<file path="config.mk">
export PLATFORM = sky130hd
export DESIGN_NAME = sprite_blit_engine_flat
export DESIGN_NICKNAME = d
export VERILOG_FILES = /design/src/rtl/sprite_blit_engine_pkg.sv /design/src/rtl/sprite_blit_engine_if.sv /design/src/rtl/sprite_blit_engine_addr_gen.sv /design/src/rtl/sprite_blit_engine.sv /design/src/flat_wrapper.sv
export SDC_FILE = /design/constraint.sdc
export NUM_CORES = 1
export LEC_CHECK = 0
export CORE_MARGIN = 4
export CORE_UTILIZATION = 35
export DETAILED_ROUTE_END_ITERATION = 16
export PLACE_DENSITY_LB_ADDON = 0.3
export SETUP_SLACK_MARGIN = 0.05
export SYNTH_ARGS = -nofsm -noshare
export SYNTH_HDL_FRONTEND = slang
export SYNTH_SLANG_ARGS = --single-unit
</file>
<file path="constraint.sdc">
create_clock -name Clk -period 7.2 [get_ports Clk]
set_input_delay 1.08 -clock Clk [delete_from_list [all_inputs] [get_ports Clk]]
set_output_delay 1.08 -clock Clk [all_outputs]
set_load 0.05 [all_outputs]
</file>
<file path="src/rtl/sprite_blit_engine_pkg.sv">
// Shared types for the sprite blitter: blit modes and FSM states.
package blit_pkg;

  typedef enum logic [1:0] {
    MODE_COPY  = 2'd0,
    MODE_KEYED = 2'd1,
    MODE_FILL  = 2'd2,
    MODE_RSVD  = 2'd3
  } blit_mode_t;

  typedef enum logic [2:0] {
    ST_IDLE  = 3'd0,
    ST_CHECK = 3'd1,
    ST_RD    = 3'd2,
    ST_WR    = 3'd3,
    ST_DONE  = 3'd4
  } blit_state_t;

  // Reserved mode falls back to plain copy, so only FILL and KEYED need decoding.
  function automatic logic mode_is_fill(blit_mode_t m);
    return m == MODE_FILL;
  endfunction

  function automatic logic mode_is_keyed(blit_mode_t m);
    return m == MODE_KEYED;
  endfunction

endpackage

</file>
<file path="src/rtl/sprite_blit_engine_if.sv">
// SDRAM arbiter port: one request (read or write) held until valid.
interface sprite_blit_engine_if #(
  parameter int DATA_W = 32,
  parameter int ADDR_W = 25
);
  logic              read_req;
  logic              write_req;
  logic              valid;
  logic [ADDR_W-1:0] address_to_sdram;
  logic [DATA_W-1:0] data_from_sdram;
  logic [DATA_W-1:0] data_out;

  modport master (
    output read_req, write_req, address_to_sdram, data_out,
    input  valid, data_from_sdram
  );

  modport slave (
    input  read_req, write_req, address_to_sdram, data_out,
    output valid, data_from_sdram
  );
endinterface

</file>
<file path="src/rtl/sprite_blit_engine_addr_gen.sv">
// Source/destination address and visibility for the current (x,y) pixel.
module blit_addr_gen #(
  parameter int              ADDR_W  = 25,
  parameter int              DIM_W   = 10,
  parameter logic [ADDR_W-1:0] FB_BASE = '0,
  parameter int              FB_W    = 640,
  parameter int              FB_H    = 480
) (
  input  logic              hflip,
  input  logic [ADDR_W-1:0] src_base,
  input  logic [DIM_W-1:0]  dst_x,
  input  logic [DIM_W-1:0]  dst_y,
  input  logic [DIM_W-1:0]  dimx,
  input  logic [DIM_W-1:0]  x,
  input  logic [DIM_W-1:0]  y,
  output logic [ADDR_W-1:0] src_addr,
  output logic [ADDR_W-1:0] dst_addr,
  output logic              visible
);
  logic [DIM_W-1:0] sx;
  logic [DIM_W:0]   px;
  logic [DIM_W:0]   py;

  // One extra bit on the screen coordinates keeps dst+offset from wrapping back on screen.
  always_comb begin
    sx       = hflip ? (dimx - DIM_W'(1) - x) : x;
    px       = {1'b0, dst_x} + {1'b0, x};
    py       = {1'b0, dst_y} + {1'b0, y};
    visible  = (px < (DIM_W+1)'(FB_W)) && (py < (DIM_W+1)'(FB_H));
    src_addr = src_base + ADDR_W'(y) * ADDR_W'(dimx) + ADDR_W'(sx);
    dst_addr = FB_BASE + ADDR_W'(py) * ADDR_W'(FB_W) + ADDR_W'(px);
  end
endmodule

</file>
<file path="src/rtl/sprite_blit_engine.sv">
// Sprite blitter: walks a DIMX x DIMY sprite pixel by pixel, one SDRAM access at a time.
module sprite_blit_engine
  import blit_pkg::*;
#(
  parameter int                DATA_W  = 32,
  parameter int                ADDR_W  = 25,
  parameter int                DIM_W   = 10,
  parameter logic [ADDR_W-1:0] FB_BASE = '0,
  parameter int                FB_W    = 640,
  parameter int                FB_H    = 480
) (
  input  logic                 Clk,
  input  logic                 Reset_n,
  input  logic                 start,
  input  blit_mode_t           mode,
  input  logic                 hflip,
  input  logic [ADDR_W-1:0]    src_base,
  input  logic [DIM_W-1:0]     dst_x,
  input  logic [DIM_W-1:0]     dst_y,
  input  logic [DIM_W-1:0]     dimx,
  input  logic [DIM_W-1:0]     dimy,
  input  logic [DATA_W-1:0]    key_color,
  sprite_blit_engine_if.master sdram,
  output logic                 busy,
  output logic                 done
);
  blit_state_t       state_q;
  blit_mode_t        mode_q;
  logic              hflip_q;
  logic [ADDR_W-1:0] src_q;
  logic [DIM_W-1:0]  dstx_q, dsty_q, dimx_q, dimy_q;
  logic [DATA_W-1:0] key_q, pix_q;
  logic [DIM_W-1:0]  x_q, y_q, x_d, y_d;
  logic              last_px, adv, key_hit;
  logic [ADDR_W-1:0] src_addr, dst_addr;
  logic              visible;

  blit_addr_gen #(
    .ADDR_W(ADDR_W), .DIM_W(DIM_W), .FB_BASE(FB_BASE), .FB_W(FB_W), .FB_H(FB_H)
  ) u_addr (
    .hflip(hflip_q), .src_base(src_q), .dst_x(dstx_q), .dst_y(dsty_q),
    .dimx(dimx_q), .x(x_q), .y(y_q),
    .src_addr(src_addr), .dst_addr(dst_addr), .visible(visible)
  );

  // Raster-order counter step and the conditions that retire the current pixel.
  always_comb begin
    last_px = (x_q == dimx_q - DIM_W'(1)) && (y_q == dimy_q - DIM_W'(1));
    x_d     = x_q + DIM_W'(1);
    y_d     = y_q;
    if (x_q == dimx_q - DIM_W'(1)) begin
      x_d = '0;
      y_d = y_q + DIM_W'(1);
    end
    key_hit = mode_is_keyed(mode_q) && (sdram.data_from_sdram == key_q);
    adv     = ((state_q == ST_CHECK) && !visible) ||
              ((state_q == ST_RD) && sdram.valid && key_hit) ||
              ((state_q == ST_WR) && sdram.valid);
  end

  // Control FSM, command latch, pixel counters and pixel register.
  always_ff @(posedge Clk) begin
    if (!Reset_n) begin
      state_q <= ST_IDLE;
      mode_q  <= MODE_COPY;
      hflip_q <= 1'b0;
      src_q   <= '0;
      dstx_q  <= '0;
      dsty_q  <= '0;
      dimx_q  <= '0;
      dimy_q  <= '0;
      key_q   <= '0;
      pix_q   <= '0;
      x_q     <= '0;
      y_q     <= '0;
    end else begin
      case (state_q)
        ST_IDLE: begin
          if (start) begin
            mode_q  <= mode;
            hflip_q <= hflip;
            src_q   <= src_base;
            dstx_q  <= dst_x;
            dsty_q  <= dst_y;
            dimx_q  <= dimx;
            dimy_q  <= dimy;
            key_q   <= key_color;
            x_q     <= '0;
            y_q     <= '0;
            state_q <= (dimx == '0 || dimy == '0) ? ST_DONE : ST_CHECK;
          end
        end
        ST_CHECK: begin
          if (visible) state_q <= mode_is_fill(mode_q) ? ST_WR : ST_RD;
        end
        ST_RD: begin
          if (sdram.valid) begin
            pix_q <= sdram.data_from_sdram;
            if (!key_hit) state_q <= ST_WR;
          end
        end
        ST_WR:   ;
        ST_DONE: state_q <= ST_IDLE;
        default: state_q <= ST_IDLE;
      endcase
      if (adv) begin
        x_q     <= x_d;
        y_q     <= y_d;
        state_q <= last_px ? ST_DONE : ST_CHECK;
      end
    end
  end

  // Bus and status outputs decoded from the state register only.
  always_comb begin
    sdram.read_req         = (state_q == ST_RD);
    sdram.write_req        = (state_q == ST_WR);
    sdram.address_to_sdram = '0;
    sdram.data_out         = '0;
    if (state_q == ST_RD) sdram.address_to_sdram = src_addr;
    if (state_q == ST_WR) begin
      sdram.address_to_sdram = dst_addr;
      sdram.data_out         = mode_is_fill(mode_q) ? key_q : pix_q;
    end
    busy = (state_q == ST_CHECK) || (state_q == ST_RD) || (state_q == ST_WR);
    done = (state_q == ST_DONE);
  end
endmodule
</file>
<file path="src/flat_wrapper.sv">
// flat-port wrapper written by rule: the top's interface ports become plain ports
module sprite_blit_engine_flat import blit_pkg::*;
#(
  parameter int                DATA_W  = 32,
  parameter int                ADDR_W  = 25,
  parameter int                DIM_W   = 10,
  parameter logic [ADDR_W-1:0] FB_BASE = '0,
  parameter int                FB_W    = 640,
  parameter int                FB_H    = 480
)
  (Clk, Reset_n, start, mode, hflip, src_base, dst_x, dst_y, dimx, dimy, key_color, busy, done, sdram_read_req, sdram_write_req, sdram_address_to_sdram, sdram_data_out, sdram_valid, sdram_data_from_sdram);
  sprite_blit_engine_if #(.DATA_W(DATA_W), .ADDR_W(ADDR_W)) sdram_i ();
  input  logic Clk;
  input  logic Reset_n;
  input  logic start;
  input  blit_mode_t mode;
  input  logic hflip;
  input  logic [ADDR_W-1:0] src_base;
  input  logic [DIM_W-1:0] dst_x;
  input  logic [DIM_W-1:0] dst_y;
  input  logic [DIM_W-1:0] dimx;
  input  logic [DIM_W-1:0] dimy;
  input  logic [DATA_W-1:0] key_color;
  output logic busy;
  output logic done;
  output wire logic [$bits(sdram_i.read_req)-1:0] sdram_read_req;
  output wire logic [$bits(sdram_i.write_req)-1:0] sdram_write_req;
  output wire logic [$bits(sdram_i.address_to_sdram)-1:0] sdram_address_to_sdram;
  output wire logic [$bits(sdram_i.data_out)-1:0] sdram_data_out;
  input wire logic [$bits(sdram_i.valid)-1:0] sdram_valid;
  input wire logic [$bits(sdram_i.data_from_sdram)-1:0] sdram_data_from_sdram;
  assign sdram_read_req = sdram_i.read_req;
  assign sdram_write_req = sdram_i.write_req;
  assign sdram_address_to_sdram = sdram_i.address_to_sdram;
  assign sdram_data_out = sdram_i.data_out;
  assign sdram_i.valid = sdram_valid;
  assign sdram_i.data_from_sdram = sdram_data_from_sdram;
  sprite_blit_engine #(.DATA_W(DATA_W), .ADDR_W(ADDR_W), .DIM_W(DIM_W), .FB_BASE(FB_BASE), .FB_W(FB_W), .FB_H(FB_H)) u_core (.Clk(Clk), .Reset_n(Reset_n), .start(start), .mode(mode), .hflip(hflip), .src_base(src_base), .dst_x(dst_x), .dst_y(dst_y), .dimx(dimx), .dimy(dimy), .key_color(key_color), .sdram(sdram_i), .busy(busy), .done(done));
endmodule
</file>
* After elaboration in Yosys (flattened, before gate mapping)
Index checks and enable logic that the tools add are counted.
** Word-level totals
- Bits in latches :: 0
- Output and inout bits :: 61
- Bits in read-only memories :: 0
- Memories :: 0
- Bits in registers :: 155
- Memory bits (writable) :: 0
- Bits of input ports :: 136
- Word-level logic and storage cells :: 84
** Operators by class
- Equality and inequality tests :: 15
- Shifts and indexed selects :: 0
- Order comparisons :: 2
- Multipliers :: 2
- Muxes and demuxes :: 20
- Reduce and logical (&&, ||, !) cells :: 23
- Bitwise operators :: 0
- Add/sub/neg operators :: 10
- Div/mod/pow operators :: 0
** Operators by type and width (count)
- $mux 10 :: 7
- $mux 32 :: 2
- $mux 25 :: 2
- $eq 32x32->1 :: 1
- $add 25x10->25 :: 1
- $add 25x20->25 :: 1
- $add 10x10->11 :: 2
- $add 21x11->22 :: 1
- $mux 3 :: 7
- $add 10x1->10 const B :: 2
- $eq 10x10->1 :: 2
- $logic_not 10->1 :: 2
- $mul 10x10->20 :: 1
- $sub 10x1->10 const B :: 2
- $mul 11x3->14 const B :: 1
- $pmux 3 s4 :: 1
- $lt 11x10->1 const B :: 1
- $lt 11x9->1 const B :: 1
- $sub 10x10->10 :: 1
- $logic_and 1x1->1 :: 7
- $eq 3x2->1 const B :: 2
- $ne 3x1->1 const B :: 2
- $ne 3x2->1 const B :: 2
- $reduce_and 2->1 :: 3
- 13 further kinds :: 18

* Depth between registers and ports, before layout
Gate-level depths: netlist of run 1.
- Word-level depth :: 9
- Mapped depth :: 30
- Mapped depth without buffers :: 30

* Modules after synthesis
Synthesis of run 1 repeated with hierarchy kept, for this count alone.
** Unflattened totals
- Cell total of the unflattened synthesis :: 1820
- Area, all modules :: 14286.2 um2
** By module, submodules not included
- sprite_blit_engine :: area an instance 7762.4 um2, instances 1, cells each 1014, sequential area each 3103.0 um2
- blit_addr_gen :: area an instance 6523.8 um2, instances 1, cells each 806, sequential area each 0.0 um2

* Worst setup path after synthesis of run 1
OpenSTA, ideal clock, no wires.
- Path type :: flip-flop to output port
- Start point :: register u_core.dimx_q[0]
- End point :: output port sdram_address_to_sdram[18]
- Setup slack :: -1.160 ns
- Stages on the path, launching flop included :: 29
- Arrival time :: 7.280 ns
- Required time :: 6.120 ns
- Cell sequence :: dfxtp_1 inv_1 ha_1 inv_1 ha_1 nor2b_1 o21ai_0 a21boi_0 o21ai_0 a21boi_0 o21ai_0 nor2b_1 xnor2_1 mux2i_1 fa_1 fa_1 inv_1 fa_1 inv_1 fa_1 inv_1 ha_1 nand3_1 o211ai_1 or4_1 a31oi_1 o211a_1 nor3b_1 o32ai_1
** Between the ends
- Cells in the longest elaborated chain, start to end :: 6
- Elaborated cells on any way between the ends :: 8
- Those cells by class :: add/sub: 4; mul: 1; mux: 3
** RTL lines
- start: declaration :: RTL line sprite_blit_engine.sv:31 : logic [DIM_W-1:0] dstx_q, dsty_q, dimx_q, dimy_q;
- start signal: assignment :: RTL line sprite_blit_engine.sv:85 : dimx_q <= dimx;
- parallel branches: the longest is 3 deep, another holds $add 25x20->25
- $add 25x10->25 (*) :: RTL line sprite_blit_engine_addr_gen.sv:30 : src_addr = src_base + ADDR_W'(y) * ADDR_W'(dimx) + ADDR_W'(sx);
- $mux 25 (*) :: RTL line sprite_blit_engine.sv:120 : if (state_q == ST_RD) sdram.address_to_sdram = src_addr;
- $mux 25 (*) :: RTL line sprite_blit_engine.sv:121 : if (state_q == ST_WR) begin
- end: declaration :: RTL line flat_wrapper.sv:28 : output wire logic [$bits(sdram_i.address_to_sdram)-1:0] sdram_address_to_sdram;
Every way passes the cells marked *.

* Final worst setup path of run 1
- Start point :: register u_core.dimx_q[0]
- End point :: output port sdram_address_to_sdram[20]
Same word-level chain as after synthesis.

==> results of run 1 <==
Yosys cell counts, drive strengths merged (2+ instances only):
master	n	area, µm²
xnor2	67	587
nor2b	11	68.8
o32ai	4	53.8
a211o	2	17.5
o211ai	9	67.6
o21ai	42	210
xor2	47	412
o41ai	2	17.5
dfxtp	155	3100
o21a	11	82.6
clkbuf	81	304
ha	111	1390
o221ai	2	17.5
nor2	41	154
or3b	3	26.3
and3	6	37.5
a21oi	71	359
nand4	12	75.1
nand2b	14	87.6
a21boi	137	1030
a31oi	11	68.8
a211oi	8	60.1
nor4	11	68.8
a2111oi	2	17.5
nand2	441	1660
o31ai	6	45.0
or3	8	50.1
or4	7	52.6
a22o	2	17.5
inv	177	664
o22ai	19	119
nand3b	3	22.5
or2	6	40.0
fa	98	1960
nor3b	3	22.5
o211a	2	20.0
nor3	21	105
a21o	16	120
o311ai	3	43.8
nand3	27	140
and2	43	269
mux2i	7	70.1
buf	11	55.1
o21bai	5	37.5
final cells by class:
type	count	area, µm²	area share [%]
antenna	1	2.50	0.0136
clock buffer	17	425	2.31
clock inverter	15	180	0.978
inverter	177	667	3.62
multi-input combinational	1353	10500	56.8
sequential	155	3110	16.9
tap	518	648	3.52
timing repair buffer	299	2930	15.9
metrics by stage:
| stage | hold WS [ps] | area [µm²] | TNS, ps |
|---|---|---|---|
| 2_1_floorplan | 443 | 14100 | -282 |
| 3_3_place_gp | 452 | 17200 | -3020 |
| 3_5_place_dp | 461 | 17200 | -3720 |
| 4_1_cts | 471 | 18100 | -7890 |
| 5_1_grt | 486 | 18400 | -10660 |
| 6_report | 466 | 18400 | -6290 |
layout by cell type (no fill, tap or decap), drive strengths merged, types with 12 or more instances in the layout:
master           n
nand2          441
inv            185
clkdlybuf4s50  175
dfxtp          155
a21boi         137
buf            122
ha             111
fa              98
a21oi           71
xnor2           67
xor2            47
and2            43
o21ai           42
nor2            41
nand3           27
nor3            21
o22ai           19
clkbuf          18
a21o            16
nand2b          14
nand4           12
per-layer routing:
metal / wire (µm) / vias to the layer above / GRT usage, %
met1: 19300 / 6145 / 25.8
met2: 21000 / 362 / 33.7
met4: 994 / 0 / 5.63
met3: 2980 / 55 / 5.17
li1: - / 6288 / -
met5: 0 / - / 0
power breakdown:
group | switching (mW) | internal [mW]
Combinational | 0.783 | 0.592
Clock | 0.424 | 0.525
Sequential | 0.0789 | 0.941
Total | 1.29 | 2.06
worst min-delay path, delay by kind of cell, from the launching register on:
kind	cells	cell delay, ps
DFF	1	310
AOI/OAI and AO/OA	1	60
and+or+nand+nor	1	50
cell families (layout without fill, tap and decap cells):
| group | count (synthesis) | after routing | share of synthesized area, % |
|---|---|---|---|
| flops | 155 | 155 | 22.3 |
| simple gates | 659 | 659 | 20.8 |
| fa+ha+maj | 209 | 209 | 24.0 |
| other cells | 0 | 1 | 0 |
| compound gates | 363 | 363 | 17.8 |
| xor+xnor | 114 | 114 | 7.17 |
| mux | 8 | 8 | 0.584 |
| buf+inv | 269 | 508 | 7.35 |
worst max path at each step:
stage	slack, ps	cells past startpoint	from	end
6_report	-640	31	u_core.dimx_q[0]	sdram_address_to_sdram[20]
3_5_place_dp	-610	31	u_core.dimx_q[0]	sdram_address_to_sdram[24]
4_1_cts	-760	30	u_core.dimx_q[0]	sdram_address_to_sdram[21]
5_1_grt	-920	29	u_core.dimx_q[0]	sdram_address_to_sdram[19]
3_3_place_gp	-490	31	u_core.dimx_q[0]	sdram_address_to_sdram[24]
2_1_floorplan	-170	30	u_core.dimx_q[1]	sdram_address_to_sdram[24]
repair_timing:
action                     CTS  global route
hold buffers                 0             0
setup buffers                7             8
setup endpoints to repair   17            19
pin swaps                   59            56
resized for setup           46            49
==> flow_summary_export.csv, run 1 <==
group,metric,value,unit
worst_setup_path,rrSetupSlack,3300,ps
routing,antenna_left,0,
finish,n_fill_cell,3747,
die,fp-row-count,72,
power_and_ir_drop,pwr_density_cell,182,nW/µm²
synthesis,syn_area_per_cell,7.84,µm²
worst_setup_path,cp_common_cell,"fa_1",
finish,layout-drive-gt1-share,12.9,%
grt,grt_pass1_vias,13100,
clock_tree,cts-root-buf,"clkbuf_16",
worst_setup_path,crit_slowest_cell,"fa_1",
die,io_pins,197,
worst_setup_path,r2r-end,"u_core.x_q[7]",
hold_path,worstHoldStart,"u_core.pix_q[29]",
worst_setup_path,critPathCaptureType,"output port",
synthesis,ys_seq_area_share,22.3,%
clock_tree,clock_path_buffers,2,
routing,drtIter0Drc,596,
hold_path,holdPathEnd,"u_core.pix_q[29]",
synthesis,synth_seq_cells,155,
finish,syn_to_final_growth,32.2,%
routing,first_pass_iters,5,
sta,hold_viol,0,
power_and_ir_drop,p_total,3.34,mW
hold_path,holdPathStages,2,
sta,max_slew.worst_pin.slew,921,ps
routing,route.detailed.drc,0,
routing,viasPerCell,5.07,
sta,setup_viol,16,
power_and_ir_drop,leakage,7.61,nW
worst_setup_path,reg2reg_from,"u_core.y_q[5]",
clock_tree,clk_pin_slew,60,ps
sta,fmax,0.127,GHz
power_and_ir_drop,ir_drop,0.164,mV
place,hpwl,34300,µm
clock_tree,clkSinkCount,155,
sta,finalMaxSlewViolations,0,
routing,vias,12900,
place,place_ws,-605,ps
synthesis,async_reset_ff_share,0,%
hold_path,min_path_type,"flip-flop to flip-flop",
grt,grt_antenna_before_repair,1,
synthesis,synthCells,1777,
synthesis,yosysWarnings,0,
die,dieArea,43100,µm²
worst_setup_path,crit_family,"adder cells",
finish,nets,2348,
clock_tree,cts_made_buffers,17,
worst_setup_path,slowest_delay,520,ps
routing,routed_wl,44200,µm
worst_setup_path,reg2reg_depth,12,
sta,post-route-period-util,109,%
die,fp.dieH,208,µm
sta,grt_setup_unrepaired,"yes",
sta,worst_slack,-644,ps
grt,grt_usage,20.1,%
sta,slew_headroom,37.8,%
synthesis,syn_nets,2122,
die,start_util,35.7,%
finish,fin_util,47.2,%
clock_tree,tritoncts,"yes",
clock_tree,cts-htree-levels,4,
synthesis,yosys_most_used_dff,"dfxtp_1",
grt,overflow,0,
run,cap_violations,0,
die,core-area,39000,µm²
place,post-place-cells,2487,
grt,grt_max_degree,101,
finish,reg_top3,"u_core.key_q x32, u_core.pix_q x32, u_core.src_q x25",
worst_setup_path,path_class,"flip-flop to output port",
synthesis,synth_edf_count,0,
synthesis,synth_cell_type_count,63,
worst_setup_path,cp_data_arrival_time,6760,ps
worst_setup_path,startpoint_type,"flip-flop",
worst_setup_path,crit_buf_inv,7,
outcome,violations,"setup timing",
clock_tree,clk_latency,450,ps
worst_setup_path,cp.required,6120,ps
sta,min_period,7840,ps
grt,grt_pass1_wl,70300,µm
routing,post_drt_wl_per_cell,17.5,µm
finish,fin_cells,2535,
die,die_w,208,µm
outcome,status,"complete, but fails checks",
sta,skew,16.1,ps
synthesis,netlist_area,13900,µm²
worst_setup_path,cp_max_fo,4,
place,gp_congestion,0.888,
place,port_buffers,196,
No activity file was read; power rests on OpenSTA's default activity.
==> run 2, diff against run 1 <==
- MAX_ROUTING_LAYER: not set -> met4
==> run 2 against run 1 <==
Effect of this change: the run still ends with setup timing left; clock power increased by 2.4%; core utilization decreased by 0.17 points; global-route usage increased by 0.46 points; cell count about the same; power decreased by 0.10%; setup slack got worse by 110 ps; non-clock buffer count increased by 1; clock-buffer cell count unchanged; critical endpoint is now sdram_address_to_sdram[19]; largest power group unchanged.
==> flow_summary_export.csv, run 2 (synthesized netlist as in run 1, its figures left out) <==
group,metric,value,unit
outcome,status,"complete, but fails checks",
outcome,violations,"setup timing",
worst_setup_path,startpoint_type,"flip-flop",
clock_tree,clk_latency,460,ps
sta,max_slew.worst_pin.slew,919,ps
finish,n_fill_cell,3794,
worst_setup_path,cp_max_fo,4,
sta,worst_slack,-754,ps
grt,grt_pass1_wl,69700,µm
worst_setup_path,cp_data_arrival_time,6870,ps
place,gp_congestion,0.909,
place,place_ws,-551,ps
place,dpl_cell_area,17200,µm²
grt,overflow,0,
sta,slew_headroom,38.7,%
sta,hold_slack,467,ps
finish,nets,2349,
worst_setup_path,slowest_delay,570,ps
finish,reg_top3,"u_core.key_q x32, u_core.pix_q x32, u_core.src_q x25",
routing,post_drt_wl_per_cell,17.5,µm
finish,fin_cells,2536,
die,start_util,35.7,%
clock_tree,clk_pin_slew,70,ps
finish,final_common_cell,"nand2_1",
sta,fmax,0.126,GHz
die,dieArea,43100,µm²
routing,vias,12900,
die,fp.dieH,208,µm
worst_setup_path,endpoint,"sdram_address_to_sdram[19]",
grt,grt_usage,20.6,%
finish,layout-drive-gt1-share,12.6,%
place,hpwl,34300,µm
worst_setup_path,cp.required,6120,ps
grt,grt_pass1_vias,13000,
sta,skew,16.4,ps
die,die_w,208,µm
worst_setup_path,r2r-end,"u_core.y_q[9]",
clock_tree,hold_buffers,0,
clock_tree,cts_made_buffers,17,
routing,routed_wl,44300,µm
sta,min_period,7950,ps
place,port_buffers,196,
worst_setup_path,critPathCaptureType,"output port",
clock_tree,cts-root-buf,"clkbuf_16",
grt,grt_max_degree,101,
clock_tree,cts-htree-levels,4,
grt,grt_antenna_before_repair,1,
place,post-place-cells,2487,
hold_path,min_path_type,"flip-flop to flip-flop",
worst_setup_path,path_class,"flip-flop to output port",
routing,antenna_left,0,
worst_setup_path,rrSetupSlack,3260,ps
die,io_pins,197,
routing,first_pass_iters,5,
clock_tree,tritoncts,"yes",
sta,post-route-period-util,110,%
sta,finalMaxSlewViolations,0,
power_and_ir_drop,pwr_density_cell,182,nW/µm²
worst_setup_path,startpoint,"u_core.dimx_q[0]",
sta,grt_setup_unrepaired,"yes",
sta,setup_tns,-7990,ps
clock_tree,clock_path_buffers,2,
sta,hold_viol,0,
sta,setup_viol,16,
die,core-area,39000,µm²
finish,syn_to_final_growth,31.7,%
run,cap_violations,0,
power_and_ir_drop,ir_drop,0.147,mV
routing,route.detailed.drc,0,
die,fp-row-count,72,
finish,final_cell_mix,"nand2_1, clkdlybuf4s50_1, inv_1",
worst_setup_path,reg2reg_from,"u_core.dimx_q[0]",
worst_setup_path,crit_slowest_cell,"fa_1",
power_and_ir_drop,leakage,7.60,nW
clock_tree,clkSinkCount,155,
routing,viasPerCell,5.08,
worst_setup_path,reg2reg_depth,13,
worst_setup_path,cp_common_cell,"fa_1",
routing,drtIter0Drc,560,
finish,design_area,18300,µm²
## run 2: changes by cell type in the layout (fill, tap and decap cells not counted), sizes merged
cell | before | now
buf | 122 | 123
dlygate4sd2 | 0 | 1
dlymetal6s2s | 1 | 0
## run 2: metal layers
| layer | track usage (%) | routed length (µm) |
|---|---|---|
| met5 | - | 0 |
| met4 | 5.70 | 1110 |
| met3 | 4.56 | 2540 |
| met2 | 33.7 | 20900 |
| met1 | 25.8 | 19700 |
## run 2: power breakdown
part	internal, mW	switching, mW	total, mW	leakage (nW)
Clock	0.532	0.439	0.972	0.304
Sequential	0.940	0.0804	1.02	1.27
Combinational	0.581	0.767	1.35	6.03
## run 2: critical path: cells and delay by family (launching register included)
kind	cells	cell delay [ps]
buf+inv	4	310
mux	1	320
flops	1	380
compound gates	14	2210
simple gates	3	400
fa+ha+maj	7	2810
## run 2: per-stage QoR
stage,total power [mW],util (%)
6_report,3.34,47.0
5_1_grt,3.53,47.0
4_1_cts,3.29,46.3
3_5_place_dp,2.28,44.1
3_3_place_gp,2.26,44.1
2_1_floorplan,1.81,-
## run 2: repair_timing
item / 4_1_cts / 5_1_grt
pin swaps: 41 / 48
setup buffers: 4 / 13
setup endpoints to repair: 17 / 19
gates resized for setup: 35 / 49
## run 2: worst min path at each step
stage                      from                to  slack (ps)  cells after the start
5_1_grt        u_core.pix_q[20]  u_core.pix_q[20]         490                      2
4_1_cts        u_core.pix_q[29]  u_core.pix_q[29]         470                      2
3_5_place_dp   u_core.pix_q[29]  u_core.pix_q[29]         460                      2
2_1_floorplan   u_core.src_q[0]   u_core.src_q[0]         440                      2
6_report       u_core.pix_q[29]  u_core.pix_q[29]         470                      2
3_3_place_gp   u_core.pix_q[29]  u_core.pix_q[29]         450                      2
## run 2: cell type report
class | instances | area [µm²] | share of cell area (%)
inverter | 177 | 667 | 3.63
tap | 518 | 648 | 3.53
sequential | 155 | 3110 | 17.0
timing repair buffer | 300 | 2930 | 16.0
clock buffer | 17 | 425 | 2.32
multi-input combinational | 1353 | 10400 | 56.5
clock inverter | 15 | 200 | 1.09
antenna | 1 | 2.50 | 0.0136
